`src/rtl/add_serial_param.sv`:
```
// add_serial_param: digit-serial adder/subtractor. Masks operands at load, waits DELAY_CYCLES,
// then consumes DIGIT bits per cycle LSB-first. The result is held until the next accepted start.
`default_nettype none

module add_serial_param #(
  parameter int               WIDTH        = 8,
  parameter int               DIGIT        = 1,
  parameter int               DELAY_CYCLES = 1,
  parameter logic [WIDTH-1:0] A_MASK       = '0,
  parameter logic [WIDTH-1:0] B_MASK       = '0
) (
  input  logic             clk,
  input  logic             rst,
  input  logic             start,
  input  logic             sub,
  input  logic [WIDTH-1:0] a,
  input  logic [WIDTH-1:0] b,
  output logic [WIDTH-1:0] out,
  output logic             carry_out,
  output logic             busy,
  output logic             done
);

  localparam int N_DIG   = WIDTH / DIGIT;
  localparam int CNT_MAX = (N_DIG > DELAY_CYCLES) ? N_DIG : DELAY_CYCLES;
  localparam int CNT_W   = $clog2(CNT_MAX) + 1;
  localparam logic [CNT_W-1:0] DLY_LAST = CNT_W'((DELAY_CYCLES > 0) ? DELAY_CYCLES - 1 : 0);
  localparam logic [CNT_W-1:0] ADD_LAST = CNT_W'(N_DIG - 1);

  localparam logic [1:0] S_IDLE  = 2'd0;
  localparam logic [1:0] S_DELAY = 2'd1;
  localparam logic [1:0] S_ADD   = 2'd2;
  localparam logic [1:0] S_DONE  = 2'd3;

  logic [1:0]       state_q, state_d;
  logic [WIDTH-1:0] a_q, a_d, b_q, b_d, out_q, out_d;
  logic             carry_q, carry_d, cout_q, cout_d;
  logic [CNT_W-1:0] cnt_q, cnt_d;
  logic             accept;
  logic [DIGIT:0]   sum;
  logic [WIDTH-1:0] out_shift;

  assign accept = ((state_q == S_IDLE) || (state_q == S_DONE)) && start;
  assign sum    = {1'b0, a_q[DIGIT-1:0]} + {1'b0, b_q[DIGIT-1:0]} + {{DIGIT{1'b0}}, carry_q};

  // New digit enters at the top so the LSB digit lands at bit 0 after N_DIG shifts.
  generate
    if (DIGIT == WIDTH) begin : g_full_digit
      assign out_shift = sum[DIGIT-1:0];
    end else begin : g_part_digit
      assign out_shift = {sum[DIGIT-1:0], out_q[WIDTH-1:DIGIT]};
    end
  endgenerate

  always_ff @(posedge clk or negedge rst) begin
    if (!rst) state_q <= S_IDLE;
    else      state_q <= state_d;
  end

  always_comb begin
    state_d = state_q;
    case (state_q)
      S_IDLE, S_DONE: if (start) state_d = (DELAY_CYCLES > 0) ? S_DELAY : S_ADD;
      S_DELAY:        if (cnt_q == DLY_LAST) state_d = S_ADD;
      S_ADD:          if (cnt_q == ADD_LAST) state_d = S_DONE;
      default:        state_d = S_IDLE;
    endcase
  end

  always_comb begin
    busy = (state_q == S_DELAY) || (state_q == S_ADD);
    done = (state_q == S_DONE);
  end

  always_comb begin
    a_d     = a_q;
    b_d     = b_q;
    carry_d = carry_q;
    cnt_d   = cnt_q;
    out_d   = out_q;
    cout_d  = cout_q;
    if (accept) begin
      a_d     = a ^ A_MASK;
      b_d     = sub ? ~(b ^ B_MASK) : (b ^ B_MASK);
      carry_d = sub;
      cnt_d   = '0;
      out_d   = '0;
      cout_d  = 1'b0;
    end else if (state_q == S_DELAY) begin
      cnt_d = (cnt_q == DLY_LAST) ? '0 : cnt_q + 1'b1;
    end else if (state_q == S_ADD) begin
      out_d   = out_shift;
      a_d     = a_q >> DIGIT;
      b_d     = b_q >> DIGIT;
      carry_d = sum[DIGIT];
      cnt_d   = cnt_q + 1'b1;
      if (cnt_q == ADD_LAST) cout_d = sum[DIGIT];
    end
  end

  always_ff @(posedge clk or negedge rst) begin
    if (!rst) begin
      a_q     <= '0;
      b_q     <= '0;
      carry_q <= 1'b0;
      cnt_q   <= '0;
      out_q   <= '0;
      cout_q  <= 1'b0;
    end else begin
      a_q     <= a_d;
      b_q     <= b_d;
      carry_q <= carry_d;
      cnt_q   <= cnt_d;
      out_q   <= out_d;
      cout_q  <= cout_d;
    end
  end

  assign out       = out_q;
  assign carry_out = cout_q;

endmodule

`default_nettype wire
```
`config.mk`:
```
export PLATFORM = sky130hd
export DESIGN_NAME = add_serial_param
export DESIGN_NICKNAME = d
export VERILOG_FILES = /design/src/rtl/add_serial_param.sv
export SDC_FILE = /design/constraint.sdc
export NUM_CORES = 1
export LEC_CHECK = 0
export ABC_AREA = 1
export BUFFER_PORTS_ARGS = -buffer_cell sky130_fd_sc_hd__buf_2
export CAP_MARGIN = 20
export CORE_MARGIN = 2
export CORE_UTILIZATION = 59
export CTS_CLUSTER_DIAMETER = 40
export DETAILED_ROUTE_END_ITERATION = 12
export PLACE_DENSITY = 0.84
export SYNTH_ARGS = -nofsm -noshare
export SYNTH_HDL_FRONTEND = slang
export SYNTH_SLANG_ARGS = --single-unit
```
`constraint.sdc`:
```
create_clock -name clk -period 2.6 [get_ports clk]
set_input_delay 0 -clock clk [delete_from_list [all_inputs] [get_ports clk]]
set_output_delay 0 -clock clk [all_outputs]
set_load 0.005 [all_outputs]
```
==> impl_metrics.env <==
export IMPL_fin_tns_setup_ps=0
export IMPL_muxShareOfSynthArea_pct=0
export IMPL_core_area_um2=2760
export IMPL_cts_sinks=32
export IMPL_grt_pass1_wl_um=5800
export IMPL_clockRootBuffer="clkbuf_4"
export IMPL_syn_cell_area_um2=1720
export IMPL_min_to="a_q[1]"
export IMPL_synth_area_leaders="dfrtp_1 (46%), nand2_1 (17%), o21ai_0 (4.9%)"
export IMPL_ctsResizeCount=0
export IMPL_min_period_ps=2000
export IMPL_row_count=19
export IMPL_synth_top_cell_by_area="dfrtp_1"
export IMPL_syn_inst=213
export IMPL_cts_tree="done"
export IMPL_die_w_um=58.1
export IMPL_worstPathArrival_ps=2210
export IMPL_cp_common_cell="nand2_1"
export IMPL_io_buffers=30
export IMPL_hp_class="input pin to flip-flop"
export IMPL_hpwl_um=2250
export IMPL_synth_adder_area_share_pct=5.52
export IMPL_hold_slack_ps=11.1
export IMPL_finalSetupViolCount=0
export IMPL_dieArea_um2=3370
export IMPL_fin_skew_ps=15.8
export IMPL_cts_buffer_depth=2
export IMPL_insertedDiodeCount=0
export IMPL_layout_commonest_cell="nand2_1"
export IMPL_worst_hold_path_num_cells=4
export IMPL_reg2reg_depth=9
export IMPL_yosysUniqueCellTypes=23
export IMPL_crit_buf_inv=2
export IMPL_drive_gt1_share_pct=19.4
export IMPL_route_detailed_drc=0
export IMPL_r2r_end="b_q[1]"
export IMPL_antenna_found_initial=0
export IMPL_viasPerCell=5.19
export IMPL_path_cells="inv_1 > ha_1 > nand2_1 > nand2_1 > nand2_1 > buf_4 > nor2_1 > o21ai_0 > nand2_1"
export IMPL_synthXorXnorAreaFrac_pct=3.56
export IMPL_cpPeakStageDelay_ps=440
export IMPL_synth_simple_gate_area_share_pct=27.4
export IMPL_yosysSeqAreaShare_pct=46.4
export IMPL_finalCritPeriodShare_pct=76.9
export IMPL_cap_violations=0
export IMPL_powerDensity_nw_per_um2=1180
export IMPL_grt_pass1_vias=1434
export IMPL_dieHeight_um=58.1
export IMPL_slew_headroom_pct=53.5
export IMPL_fin_nets=278
export IMPL_syn_nets=240
export IMPL_slew_viol_final=0
export IMPL_hold_start="a[1]"
export IMPL_required_ps=2820
export IMPL_rsz0062_at_grt="false"
export IMPL_ys_warn_count=0
export IMPL_grt_usage_pct=22.4
export IMPL_syn_avg_cell_area_um2=8.09
export IMPL_startpoint_type="flip-flop"
export IMPL_status="finished, final reports clean"
export IMPL_cp_max_fo=27
export IMPL_gp_congestion=0.855
export IMPL_path_class="flip-flop to flip-flop"
export IMPL_fmax_mhz=500
export IMPL_regToRegSetupSlack_ps=600
export IMPL_firstDrtPassIters=5
export IMPL_final_hold_viol_count=0
export IMPL_overflow=0
export IMPL_wirelength_um=3290
export IMPL_p_leak_nw=1.07
export IMPL_pin_count=31
export IMPL_start_util_pct=62.5
export IMPL_timing_rr_start="state_q[0]"
export IMPL_drtAntennaViolNets=0
export IMPL_cp_top_family="simple AND/OR/NAND/NOR gates"
export IMPL_synth_top_family_by_area="simple AND/OR/NAND/NOR gates"
export IMPL_worst_slew_pin_slew_ps=698
export IMPL_htreeDepth=2
export IMPL_area_growth_pct=17.1
export IMPL_drt_initial_drc_count=30
export IMPL_critical_path_slowest_cell="dfrtp_1"
export IMPL_grt_max_degree=33
export IMPL_synth_ff_latch_count=32
export IMPL_peakVddDrop_v=0.000888
export IMPL_synth_compound_area_share_pct=9.43
export IMPL_dr_total_vias=1468
export IMPL_cts_inserted_buffers=5
export IMPL_clkLatencyLatePin_ps=340
export IMPL_synth_top_cell_area_share_pct=46.4
export IMPL_clk_pin_slew_ps=110
export IMPL_layout_common_cells="nand2_1 (78), dfrtp_1 (32), buf_2 (30), inv_1 (18), o21ai_0 (17)"
export IMPL_end_kind="flip-flop"
export IMPL_avgRoutedWirePerCell_um=11.6
-- state kept, by name, summed over array words and instances (netlist names) --
name,cells
cnt_q,4
carry_out,1
a_q,8
state_q,2
b_q,8
carry_q,1
out,8
-- worst reg2reg max path: cells and delay by family, from the launching register on --
family | cells | cell delay (ps)
DFF | 1 | 440
and+or+nand+nor | 5 | 710
AOI/OAI and AO/OA | 1 | 80
buffers and inverters | 2 | 350
adders and majority gates | 1 | 300
-- logic make-up (layout without fill, tap and decap cells) --
kind of cell    Yosys count  count (layout)
simple gates            112             112
compound gates           26              26
fa+ha+maj                 7               7
xor+xnor                  7               7
buf+inv                  29              68
flops                    32              32
-- timing repair --
action,in CTS,in global routing
buffers inserted,0,0
hold buffers,9,0
endpoints found under the hold margin,40,0
-- synth_stat cells, drive strengths merged --
library cell   n
ha             6
o21ai         17
clkbuf         2
fa             1
o22ai          1
nand4          4
nand3b         1
nand3         13
dfrtp         32
nand2         78
a21oi          2
o211ai         6
inv           19
buf            8
xnor2          5
or2            9
nor2           7
xor2           2
-- metrics by stage --
step	setup slack (ps)	std cells	power [mW]	util (%)	instance area, µm²
CTS	586	283	2.41	73.2	2020
global placement	694	266	2.04	67.7	1870
global route	359	283	2.65	73.2	2020
finish	602	283	2.39	73.2	2020
floorplan	1050	213	1.82	-	1720
detailed placement	639	266	2.09	67.7	1870
-- power by group --
group,internal [mW],leakage (nW),switching [mW]
registers,0.715,0.413,0.132
logic,0.462,0.624,0.779
clock network,0.129,0.0380,0.168
-- how the worst max path moves through the flow --
stage | end | startpoint | depth (start not counted) | slack (ps)
after floorplan | b_q[2] | state_q[0] | 9 | 1050
after global placement | b_q[1] | state_q[0] | 9 | 690
after detailed placement | b_q[1] | state_q[0] | 9 | 640
after CTS | b_q[1] | state_q[0] | 9 | 590
after global routing | b_q[0] | state_q[0] | 9 | 360
final | b_q[1] | state_q[0] | 9 | 600
-- cell type report --
class                      count  area (µm²)
sequential                    32         801
multi-input combinational    152         792
fill                         231         738
timing repair buffer          41         255
inverter                      19        71.3
clock buffer                   6        51.3
tap                           31        38.8
clock inverter                 2        10.0
-- metal layers --
layer / up-vias / global-route usage, % / wire length (µm)
met3: 7 / 4.46 / 133
met2: 28 / 38.8 / 1640
li1: 751 / - / -
met5: - / 0 / 0
met4: 0 / 9.30 / 50
met1: 682 / 27.2 / 1470
Note: power is estimated with default switching activity, not from simulation.
